File: config.mk
export PLATFORM = sky130hd
export DESIGN_NAME = reorder_buffer
export DESIGN_NICKNAME = d
export VERILOG_FILES = /design/src/rtl/reorder_buffer_pkg.sv /design/src/rtl/reorder_buffer_retire_select.sv /design/src/rtl/reorder_buffer.sv
export SDC_FILE = /design/constraint.sdc
export NUM_CORES = 1
export LEC_CHECK = 0
export BUFFER_PORTS_ARGS = -buffer_cell sky130_fd_sc_hd__buf_2
export CORE_MARGIN = 2
export CORE_UTILIZATION = 35
export CTS_CLUSTER_DIAMETER = 80
export DETAILED_ROUTE_END_ITERATION = 16
export HOLD_SLACK_MARGIN = 0.12
export PLACE_DENSITY_LB_ADDON = 0.3
export SLEW_MARGIN = 20
export SYNTH_ARGS = -nofsm -noshare
export SYNTH_HDL_FRONTEND = slang
export SYNTH_HIERARCHICAL = 1
export SYNTH_SLANG_ARGS = --single-unit
File: constraint.sdc
create_clock -name clk -period 13.8 [get_ports clk]
set_clock_uncertainty 0.05 [all_clocks]
set_input_delay 2.76 -clock clk [delete_from_list [all_inputs] [get_ports clk]]
set_output_delay 2.76 -clock clk [all_outputs]
set_load 0.01 [all_outputs]
File: src/rtl/reorder_buffer_pkg.sv
// Shared sizing for the reorder buffer and the register-file tag logic.
package reorder_buffer_pkg;
    localparam int ROB_DEPTH  = 8;              // ROB entries, power of two
    localparam int ROB_TAG_W  = 3;              // log2(ROB_DEPTH)
    localparam int ROB_CNT_W  = ROB_TAG_W + 1;  // occupancy counter 0..ROB_DEPTH
    localparam int GPR_ADDR_W = 5;              // architectural register address
endpackage

File: src/rtl/reorder_buffer_retire_select.sv
// Retire selection: decides whether the head entry and the one after it
// may retire this cycle. The second slot is held back when both entries
// write the same GPR, so the two ARF copies never target one register
// in the same cycle.
module rob_retire_select
    import reorder_buffer_pkg::*;
#(
    parameter int DEPTH  = ROB_DEPTH,
    parameter int TAG_W  = ROB_TAG_W,
    parameter int ADDR_W = GPR_ADDR_W
) (
    input  logic [DEPTH-1:0]             i_valid,
    input  logic [DEPTH-1:0]             i_finished,
    input  logic [DEPTH-1:0]             i_dest_en,
    input  logic [DEPTH-1:0][ADDR_W-1:0] i_dest,
    input  logic [TAG_W-1:0]             i_head,
    output logic [TAG_W-1:0]             o_head1,
    output logic                         o_r0,
    output logic                         o_r1
);
    logic [TAG_W-1:0] w_head1;
    logic             w_clash;

    // head+1 wraps naturally because the tag is exactly log2(DEPTH) wide
    assign w_head1 = i_head + TAG_W'(1);
    assign o_head1 = w_head1;

    // Same destination on both candidates forces them onto separate cycles
    assign w_clash = i_dest_en[i_head] & i_dest_en[w_head1] &
                     (i_dest[i_head] == i_dest[w_head1]);

    // r1 only ever follows r0: retirement is strictly in order
    always_comb begin
        o_r0 = i_valid[i_head] & i_finished[i_head];
        o_r1 = o_r0 & i_valid[w_head1] & i_finished[w_head1] & ~w_clash;
    end
endmodule

File: src/rtl/reorder_buffer.sv
// Reorder buffer: in-order allocation of up to two entries per cycle,
// out-of-order finish marking, in-order retire of up to two entries per
// cycle driving the ARF-update port of the register file.
module reorder_buffer
    import reorder_buffer_pkg::*;
#(
    parameter int DEPTH  = ROB_DEPTH,
    parameter int TAG_W  = ROB_TAG_W,
    parameter int ADDR_W = GPR_ADDR_W
) (
    input  logic              clk,
    input  logic              rst,
    input  logic              alloc_en_A,
    input  logic              alloc_en_B,
    input  logic              alloc_dest_en_A,
    input  logic              alloc_dest_en_B,
    input  logic [ADDR_W-1:0] alloc_dest_A,
    input  logic [ADDR_W-1:0] alloc_dest_B,
    output logic              alloc_ready_A,
    output logic              alloc_ready_B,
    output logic [TAG_W-1:0]  alloc_tag_A,
    output logic [TAG_W-1:0]  alloc_tag_B,
    input  logic              finish_en_A,
    input  logic              finish_en_B,
    input  logic [TAG_W-1:0]  finish_tag_A,
    input  logic [TAG_W-1:0]  finish_tag_B,
    output logic              updateEnA,
    output logic              updateEnB,
    output logic [ADDR_W-1:0] updateAddrA,
    output logic [ADDR_W-1:0] updateAddrB,
    output logic              rob_empty,
    output logic              rob_full
);
    localparam int                CNT_W   = TAG_W + 1;
    localparam logic [CNT_W-1:0]  L_DEPTH = CNT_W'(DEPTH);
    localparam logic [CNT_W-1:0]  L_DM1   = CNT_W'(DEPTH - 1);

    logic [DEPTH-1:0]             r_valid;
    logic [DEPTH-1:0]             r_finished;
    logic [DEPTH-1:0]             r_dest_en;
    logic [DEPTH-1:0][ADDR_W-1:0] r_dest;
    logic [TAG_W-1:0]             r_head;
    logic [TAG_W-1:0]             r_tail;
    logic [CNT_W-1:0]             r_count;
    logic                         r_upd_en_a;
    logic                         r_upd_en_b;
    logic [ADDR_W-1:0]            r_upd_addr_a;
    logic [ADDR_W-1:0]            r_upd_addr_b;

    logic                         w_acc_a;
    logic                         w_acc_b;
    logic                         w_r0;
    logic                         w_r1;
    logic [TAG_W-1:0]             w_head1;
    logic                         w_wr_a;
    logic                         w_wr_b;
    logic [CNT_W-1:0]             w_n_alloc;
    logic [CNT_W-1:0]             w_n_ret;

    rob_retire_select #(
        .DEPTH  (DEPTH),
        .TAG_W  (TAG_W),
        .ADDR_W (ADDR_W)
    ) u_retire_select (
        .i_valid    (r_valid),
        .i_finished (r_finished),
        .i_dest_en  (r_dest_en),
        .i_dest     (r_dest),
        .i_head     (r_head),
        .o_head1    (w_head1),
        .o_r0       (w_r0),
        .o_r1       (w_r1)
    );

    // Readiness looks only at the registered count; a same-cycle retire
    // frees space one cycle later, which keeps this path short.
    always_comb begin
        alloc_ready_A = (r_count < L_DEPTH);
        alloc_ready_B = (r_count < L_DM1);
        alloc_tag_A   = r_tail;
        alloc_tag_B   = r_tail + TAG_W'(alloc_en_A);
        w_acc_a       = alloc_en_A & alloc_ready_A;
        // If A is requested, B needs two free slots; otherwise one suffices.
        // A rejected A always rejects B too, since ready_B implies ready_A.
        w_acc_b       = alloc_en_B & (alloc_en_A ? alloc_ready_B : alloc_ready_A);
        w_n_alloc     = CNT_W'(w_acc_a) + CNT_W'(w_acc_b);
        w_n_ret       = CNT_W'(w_r0) + CNT_W'(w_r1);
        w_wr_a        = w_r0 & r_dest_en[r_head];
        w_wr_b        = w_r1 & r_dest_en[w_head1];
        rob_empty     = (r_count == '0);
        rob_full      = (r_count == L_DEPTH);
    end

    // Entry state, pointers and count. Finish, retire and allocate touch
    // disjoint entries: allocated slots are invalid (finish ignored) and
    // retired slots are valid (never allocation targets).
    always_ff @(posedge clk) begin
        if (rst) begin
            r_valid    <= '0;
            r_finished <= '0;
            r_dest_en  <= '0;
            r_dest     <= '0;
            r_head     <= '0;
            r_tail     <= '0;
            r_count    <= '0;
        end else begin
            if (finish_en_A && r_valid[finish_tag_A])
                r_finished[finish_tag_A] <= 1'b1;
            if (finish_en_B && r_valid[finish_tag_B])
                r_finished[finish_tag_B] <= 1'b1;
            if (w_r0) begin
                r_valid[r_head]    <= 1'b0;
                r_finished[r_head] <= 1'b0;
            end
            if (w_r1) begin
                r_valid[w_head1]    <= 1'b0;
                r_finished[w_head1] <= 1'b0;
            end
            if (w_acc_a) begin
                r_valid[alloc_tag_A]    <= 1'b1;
                r_finished[alloc_tag_A] <= 1'b0;
                r_dest_en[alloc_tag_A]  <= alloc_dest_en_A;
                r_dest[alloc_tag_A]     <= alloc_dest_A;
            end
            // When B is accepted with A, alloc_tag_B is tail+1 = A's slot + 1
            if (w_acc_b) begin
                r_valid[alloc_tag_B]    <= 1'b1;
                r_finished[alloc_tag_B] <= 1'b0;
                r_dest_en[alloc_tag_B]  <= alloc_dest_en_B;
                r_dest[alloc_tag_B]     <= alloc_dest_B;
            end
            r_head  <= r_head + TAG_W'(w_r0) + TAG_W'(w_r1);
            r_tail  <= r_tail + TAG_W'(w_acc_a) + TAG_W'(w_acc_b);
            r_count <= r_count + w_n_alloc - w_n_ret;
        end
    end

    // ARF-update strobes, one cycle after the retire decision; the address
    // is forced to zero whenever its strobe is low.
    always_ff @(posedge clk) begin
        if (rst) begin
            r_upd_en_a   <= 1'b0;
            r_upd_en_b   <= 1'b0;
            r_upd_addr_a <= '0;
            r_upd_addr_b <= '0;
        end else begin
            r_upd_en_a   <= w_wr_a;
            r_upd_en_b   <= w_wr_b;
            r_upd_addr_a <= w_wr_a ? r_dest[r_head]  : '0;
            r_upd_addr_b <= w_wr_b ? r_dest[w_head1] : '0;
        end
    end

    assign updateEnA   = r_upd_en_a;
    assign updateEnB   = r_upd_en_b;
    assign updateAddrA = r_upd_addr_a;
    assign updateAddrB = r_upd_addr_b;
endmodule

# Word-level counts from Yosys, hierarchy flattened
# Index checks and enable logic that the tools add are counted.
[word_totals] reg_bits=86 in_bits=24 wordCells=147
[op_classes] addsub=10 order_cmp=14 eq_ne=2 muxes=65 bitwise_logic=27 reduce_logical=11
[ops] operator="8-bit two-way mux" n=21
[ops] operator="40-bit two-way mux" n=3
[ops] operator="40-bit bitwise mux" n=2
[ops] operator="8-bit bitwise AND" n=6
[ops] operator="8-bit NOT" n=4
[ops] operator="8-bit OR" n=4
[ops] operator="5-bit binary-select mux with 3-bit select" n=2
[ops] operator="5-bit demux with 3-bit select" n=2
[ops] operator="1-bit binary-select mux with 3-bit select" n=8
[ops] operator="3-bit by 4-bit less-than comparator with 1-bit output (second input constant)" n=6
[ops] operator="5-bit two-way mux" n=4
[ops] operator="1-bit demux with 3-bit select" n=6
[ops] operator="3-bit by 1-bit >= comparator with 1-bit output (second input constant)" n=6
[ops] operator="8-bit bitwise mux" n=2
[ops] operator="3-bit by 1-bit adder with 3-bit output" n=5
[ops] operator="1-bit two-way mux" n=15
[ops] operator="1-bit bitwise AND" n=10
[ops] operator="1-bit logical AND" n=8
[ops] operator="5-bit equality test" n=1
[ops] operator="1-bit by 1-bit adder with 2-bit output" n=2
[ops] operator="4-bit by 2-bit adder with 4-bit output" n=1
[ops] operator="4-bit equality test (second input constant)" n=1
[ops] operator="4-bit logical NOT" n=1
[ops] operator="4-bit by 3-bit less-than comparator with 1-bit output (second input constant)" n=1
[ops] operator="other kinds (5)" n=8

# Logic depth before layout (Yosys ltp)
[depth] word_depth=21 mapped_depth=18 mapped_depth_nobuf=16

# Modules after synthesis
# Netlist, hierarchy kept.
[modules_own_cells] mod="reorder_buffer" instances=1 cells_each=537 area_each_um2=5011.1 seq_area_each_um2=1721.7
[modules_own_cells] mod="rob_retire_select" instances=1 cells_each=101 area_each_um2=1127.3 seq_area_each_um2=0.0

# Worst setup path before layout
# Ideal clock, no wire load.
[synth_timing] path_kind="input port to output port" startpoint="input port alloc_en_A" endpoint="output port alloc_tag_B[2]" t_arrival_ps=3477 required_time_ps=10990 setup_slack_ps=7513 cell_stages=4 path_buffers=0 cell_sequence="ha_1 ha_1 xnor2_2 inv_2"
[synth_between] elab_chain_len=1
[synth_rtl] item="start, declared" line_no="reorder_buffer.sv:13" rtl="input logic alloc_en_A,"
[synth_rtl] item="3-bit by 1-bit adder with 3-bit output" line_no="reorder_buffer.sv:81" rtl="alloc_tag_B = r_tail + TAG_W'(alloc_en_A);"
[synth_rtl] item="end, declared" line_no="reorder_buffer.sv:22" rtl="output logic [TAG_W-1:0] alloc_tag_B,"
# Every way passes these cells.

# Worst setup path after layout
# Same ends and word-level chain as after synthesis.

==> metrics.log <==
[metrics] outcome: finished clean
[metrics] endpoint arrival time on the critical path: 3.83 ns
[metrics] vias in the first global route: 5203
[metrics] global-route usage over all layers: 20.6%
[metrics] post-route design area: 6780 sq um
[metrics] reported max-cap violation count: 0
[metrics] library cells used by synthesis: 59
[metrics] gr ovfl total: 0
[metrics] kind of end point of the critical path: output pin
[metrics] area share of and/or/nand/nor cells after synthesis: 16.2%
[metrics] final WL: 18500 um
[metrics] CTS Root Buffer Type: sky130_fd_sc_hd__clkbuf_16
[metrics] NumNets Final: 687
[metrics] Synthesized Nets: 677
[metrics] number of cells produced by synthesis: 638
[metrics] clock-pin slew on the worst setup and hold paths: 0.06 ns
[metrics] fmax: 151 MHz
[metrics] setup_tns: 0 ns
[metrics] number of inserted filler cells in the final layout: 1696
[metrics] via density per instance: 6.21
[metrics] Final Wtd Congestion: 0.847
[metrics] pin count of the biggest net entering global routing: 69
[metrics] post-CTS resize count: 0
[metrics] core occupancy in the finished layout: 39.3%
[metrics] final number of hold-violating endpoints: 0
[metrics] I/O Buffers: 45
[metrics] required time at the worst-slack endpoint: 10.99 ns
[metrics] adder and majority cell fraction of the synthesized area: 3.67%
[metrics] most common flop cell mapped by yosys: sky130_fd_sc_hd__dfxtp_1
[metrics] number of detailed-route iterations in the first pass: 5
[metrics] power density relative to cell area: 151 nW/um^2
[metrics] DR DRC count: 0
[metrics] post-synthesis area per instance: 9.62 sq um
[metrics] count of endpoints failing setup in the final report: 0
[metrics] post-CTS setup buffer count: 0
[metrics] combined area of all synthesized cells: 6140 sq um
[metrics] Initial Utilization: 35.6%
[metrics] most area-hungry cell type in the Yosys netlist: sky130_fd_sc_hd__dfxtp_1
[metrics] number of register bits inferred by synthesis: 86
[metrics] count of pins on the block boundary: 46
[metrics] num rows: 48
[metrics] DIE AREA: 18600 sq um
[metrics] type of origin of the critical path: input pin
[metrics] kind of path behind the tightest hold check: flip-flop to flip-flop
[metrics] number of H-tree levels: 3
[metrics] critical path's slowest cell: sky130_fd_sc_hd__xnor2_2
[metrics] Placeable Area: 17200 sq um
[metrics] top cell family by delay on the critical path: adder cells
[metrics] Wirelength per Cell: 21.1 um
[metrics] synthesis warning total: 6
[metrics] worst skew pair latency: 0.36 ns
[metrics] Iter 0 DRT Violations: 547
[metrics] clock sink total: 86
[metrics] post-synthesis mux area share: 26.4%
[metrics] sum of buffers and inverters on the critical path: 3
[metrics] Critical Path, Cell by Cell: buf_2, ha_1, ha_1, xnor2_2, inv_2, buf_2
[metrics] area used by multi-input combinational logic: 4090 sq um
[metrics] combinational family with the most area after synthesis: multiplexers
[metrics] register area: 1720 sq um
[metrics] actual transition at the worst max-transition pin: 0.837 ns
[metrics] share of the yosys chip area belonging to registers: 28.0%
[metrics] number of clock buffers inserted by TritonCTS: 9
[metrics] Relative slew margins: 44.1%
[metrics] clock tree from TritonCTS: done
[metrics] main area contributors after synthesis: sky130_fd_sc_hd__dfxtp_1, sky130_fd_sc_hd__mux4_2, sky130_fd_sc_hd__mux2i_1
[metrics] Die X: 136 um
[metrics] first-pass GRT wire length: 29500 um
[metrics] CTS Buffer Depth: 2
[metrics] leakage power summed over all cells: 2.23 nW
[metrics] count of vias placed by the detailed router: 5447
[metrics] antenna violations before repair: 0
[metrics] Die Span Y: 136 um
[metrics] number of synthesized flops with an enable pin: 0
[metrics] Antenna Diode Count: 0
[metrics] Crit Path Category: input pin to output pin
[metrics] max-slew violation count: 0
[metrics] biggest fanout along the worst timing path: 6
[metrics] Worst path max stage delay: 0.27 ns
[metrics] xor/xnor cell area share of the yosys netlist: 3.69%
[metrics] area share of the largest cell type after synthesis: 28.0%
[metrics] area post-placement: 6470 sq um
[metrics] post-synthesis async set-or-reset flop share: 0%
[metrics] final worst-path cycle share: 48.1%
[metrics] share of the synthesized area in compound gates (AO/OA/AOI/OAI): 16.6%
[metrics] DPL Wire Length: 13300 um
[metrics] final period demand of the worst path: 6.64 ns
[metrics] hold buffers post-CTS: 0
[metrics] Area growth syn-to-layout: 10.4%
[metrics] setup repair after global routing missed its margin: no
[metrics] DRT antenna net count: 0
[metrics] share of final-layout standard cells stronger than drive strength 1: 22.1%
[metrics] worst ir drop on vdd: 86.9 uV
## metrics by stage
stage / cells / hold slack, ns / setup WS (ns) / total power, mW
finish: 877 / 0.460 / 7.16 / 1.02
CTS: 877 / 0.459 / 7.18 / 1.02
global route: 877 / 0.467 / 7.09 / 1.08
detailed placement: 862 / 0.449 / 7.17 / 0.761
floorplan: 638 / 0.401 / 7.51 / 0.647
global placement: 862 / 0.442 / 7.19 / 0.748
## area by class of cell
type	count	area share [%]
flip-flops and latches	86	25.4
repair buffers	53	4.21
multi-input cells	473	60.3
clock inverters	4	0.812
well taps	225	4.15
clock buffers	11	3.73
inverters	25	1.38
## power by group
group | internal, mW | switching, mW
Clock | 0.150 | 0.109
Combinational | 0.176 | 0.213
Sequential | 0.298 | 0.0783
Total | 0.624 | 0.400
## flip-flops by register name, summed over array words and instances (netlist names)
signal       flops
r_dest          40
r_dest_en        8
r_finished       8
r_valid          8
updateAddrA      5
updateAddrB      5
r_count          4
alloc_tag_A      3
r_head           3
updateEnA        1
updateEnB        1
## synthesized netlist by cell type (2+ instances only)
cell type / number
sky130_fd_sc_hd__and2_1: 2
sky130_fd_sc_hd__mux2_1: 8
sky130_fd_sc_hd__a31oi_1: 11
sky130_fd_sc_hd__nor3b_1: 3
sky130_fd_sc_hd__o21ai_1: 9
sky130_fd_sc_hd__mux4_1: 3
sky130_fd_sc_hd__nand3_1: 21
sky130_fd_sc_hd__o22ai_1: 6
sky130_fd_sc_hd__nor3_1: 49
sky130_fd_sc_hd__dfxtp_1: 86
sky130_fd_sc_hd__a2111oi_2: 5
sky130_fd_sc_hd__mux4_2: 51
sky130_fd_sc_hd__xor2_1: 7
sky130_fd_sc_hd__a211oi_1: 20
sky130_fd_sc_hd__nor2_1: 27
sky130_fd_sc_hd__ha_1: 10
sky130_fd_sc_hd__fa_1: 5
sky130_fd_sc_hd__buf_4: 3
sky130_fd_sc_hd__nand3b_1: 2
sky130_fd_sc_hd__inv_1: 21
sky130_fd_sc_hd__o221ai_1: 4
sky130_fd_sc_hd__o311ai_0: 3
sky130_fd_sc_hd__nand4_1: 4
sky130_fd_sc_hd__o21ai_0: 25
sky130_fd_sc_hd__a311oi_1: 30
sky130_fd_sc_hd__a21oi_1: 17
sky130_fd_sc_hd__nand3_2: 2
sky130_fd_sc_hd__nor2b_1: 13
sky130_fd_sc_hd__nand2_1: 58
sky130_fd_sc_hd__mux2_2: 2
sky130_fd_sc_hd__nand2b_1: 10
sky130_fd_sc_hd__clkbuf_1: 36
sky130_fd_sc_hd__mux2i_1: 28
sky130_fd_sc_hd__buf_2: 13
sky130_fd_sc_hd__inv_2: 3
sky130_fd_sc_hd__xnor2_1: 17
sky130_fd_sc_hd__a41oi_2: 2
## worst register-to-register path, cell delays in order, from the launching register on
cell	delay [ns]
sky130_fd_sc_hd__dfxtp_2	0.31
sky130_fd_sc_hd__buf_4	0.54
sky130_fd_sc_hd__ha_1	0.76
sky130_fd_sc_hd__buf_4	0.39
sky130_fd_sc_hd__mux4_2	0.55
sky130_fd_sc_hd__xnor2_1	0.16
sky130_fd_sc_hd__o21ai_0	0.09
sky130_fd_sc_hd__a21oi_1	0.19
sky130_fd_sc_hd__a211oi_2	0.07
sky130_fd_sc_hd__a31oi_1	0.49
sky130_fd_sc_hd__inv_1	0.27
sky130_fd_sc_hd__fa_1	0.53
sky130_fd_sc_hd__fa_1	0.39
sky130_fd_sc_hd__ha_1	0.20
sky130_fd_sc_hd__fa_1	0.37
sky130_fd_sc_hd__xor2_1	0.16
sky130_fd_sc_hd__nor2_1	0.05
## placed cells by master, fill, tap and decap left out, types with 5 or more instances in the layout
| cell type | n |
|---|---|
| sky130_fd_sc_hd__dfxtp_1 | 85 |
| sky130_fd_sc_hd__nand2_1 | 58 |
| sky130_fd_sc_hd__mux4_2 | 51 |
| sky130_fd_sc_hd__nor3_1 | 49 |
| sky130_fd_sc_hd__buf_2 | 45 |
| sky130_fd_sc_hd__a311oi_1 | 30 |
| sky130_fd_sc_hd__mux2i_1 | 28 |
| sky130_fd_sc_hd__nor2_1 | 27 |
| sky130_fd_sc_hd__o21ai_0 | 25 |
| sky130_fd_sc_hd__inv_1 | 21 |
| sky130_fd_sc_hd__nand3_1 | 21 |
| sky130_fd_sc_hd__a211oi_1 | 20 |
| sky130_fd_sc_hd__xnor2_1 | 17 |
| sky130_fd_sc_hd__a21oi_1 | 17 |
| sky130_fd_sc_hd__nor2b_1 | 13 |
| sky130_fd_sc_hd__a31oi_1 | 11 |
| sky130_fd_sc_hd__nand2b_1 | 10 |
| sky130_fd_sc_hd__ha_1 | 10 |
| sky130_fd_sc_hd__o21ai_1 | 9 |
| sky130_fd_sc_hd__clkbuf_16 | 9 |
| sky130_fd_sc_hd__mux2_1 | 8 |
| sky130_fd_sc_hd__buf_4 | 8 |
| sky130_fd_sc_hd__xor2_1 | 7 |
| sky130_fd_sc_hd__o22ai_1 | 6 |
| sky130_fd_sc_hd__a2111oi_2 | 5 |
| sky130_fd_sc_hd__fa_1 | 5 |
## final timing paths
check,startpoint,endpoint,slack [ns],cells past startpoint
max reg2reg,r_head[0]$_SDFF_PP0_,r_count[3]$_SDFF_PP0_,8.10,16
min,r_valid[3]$_SDFF_PP0_,r_valid[3]$_SDFF_PP0_,0.46,2
max,alloc_en_A,alloc_tag_B[2],7.16,6
min reg2reg,r_valid[3]$_SDFF_PP0_,r_valid[3]$_SDFF_PP0_,0.46,2
## routing by layer
metal	global-route usage (%)	wire (um)
met5	0	0
met1	29.1	8030
met2	31.9	8570
met4	7.64	409
met3	3.21	1460
## cells by family after synthesis
family / Yosys count
muxes: 92
adders and majority gates: 15
DFF: 86
AOI/OAI and AO/OA: 140
and+or+nand+nor: 201
xor gates and xnor gates: 25
buffers and inverters: 79
Note: power is estimated with default switching activity, not from simulation.
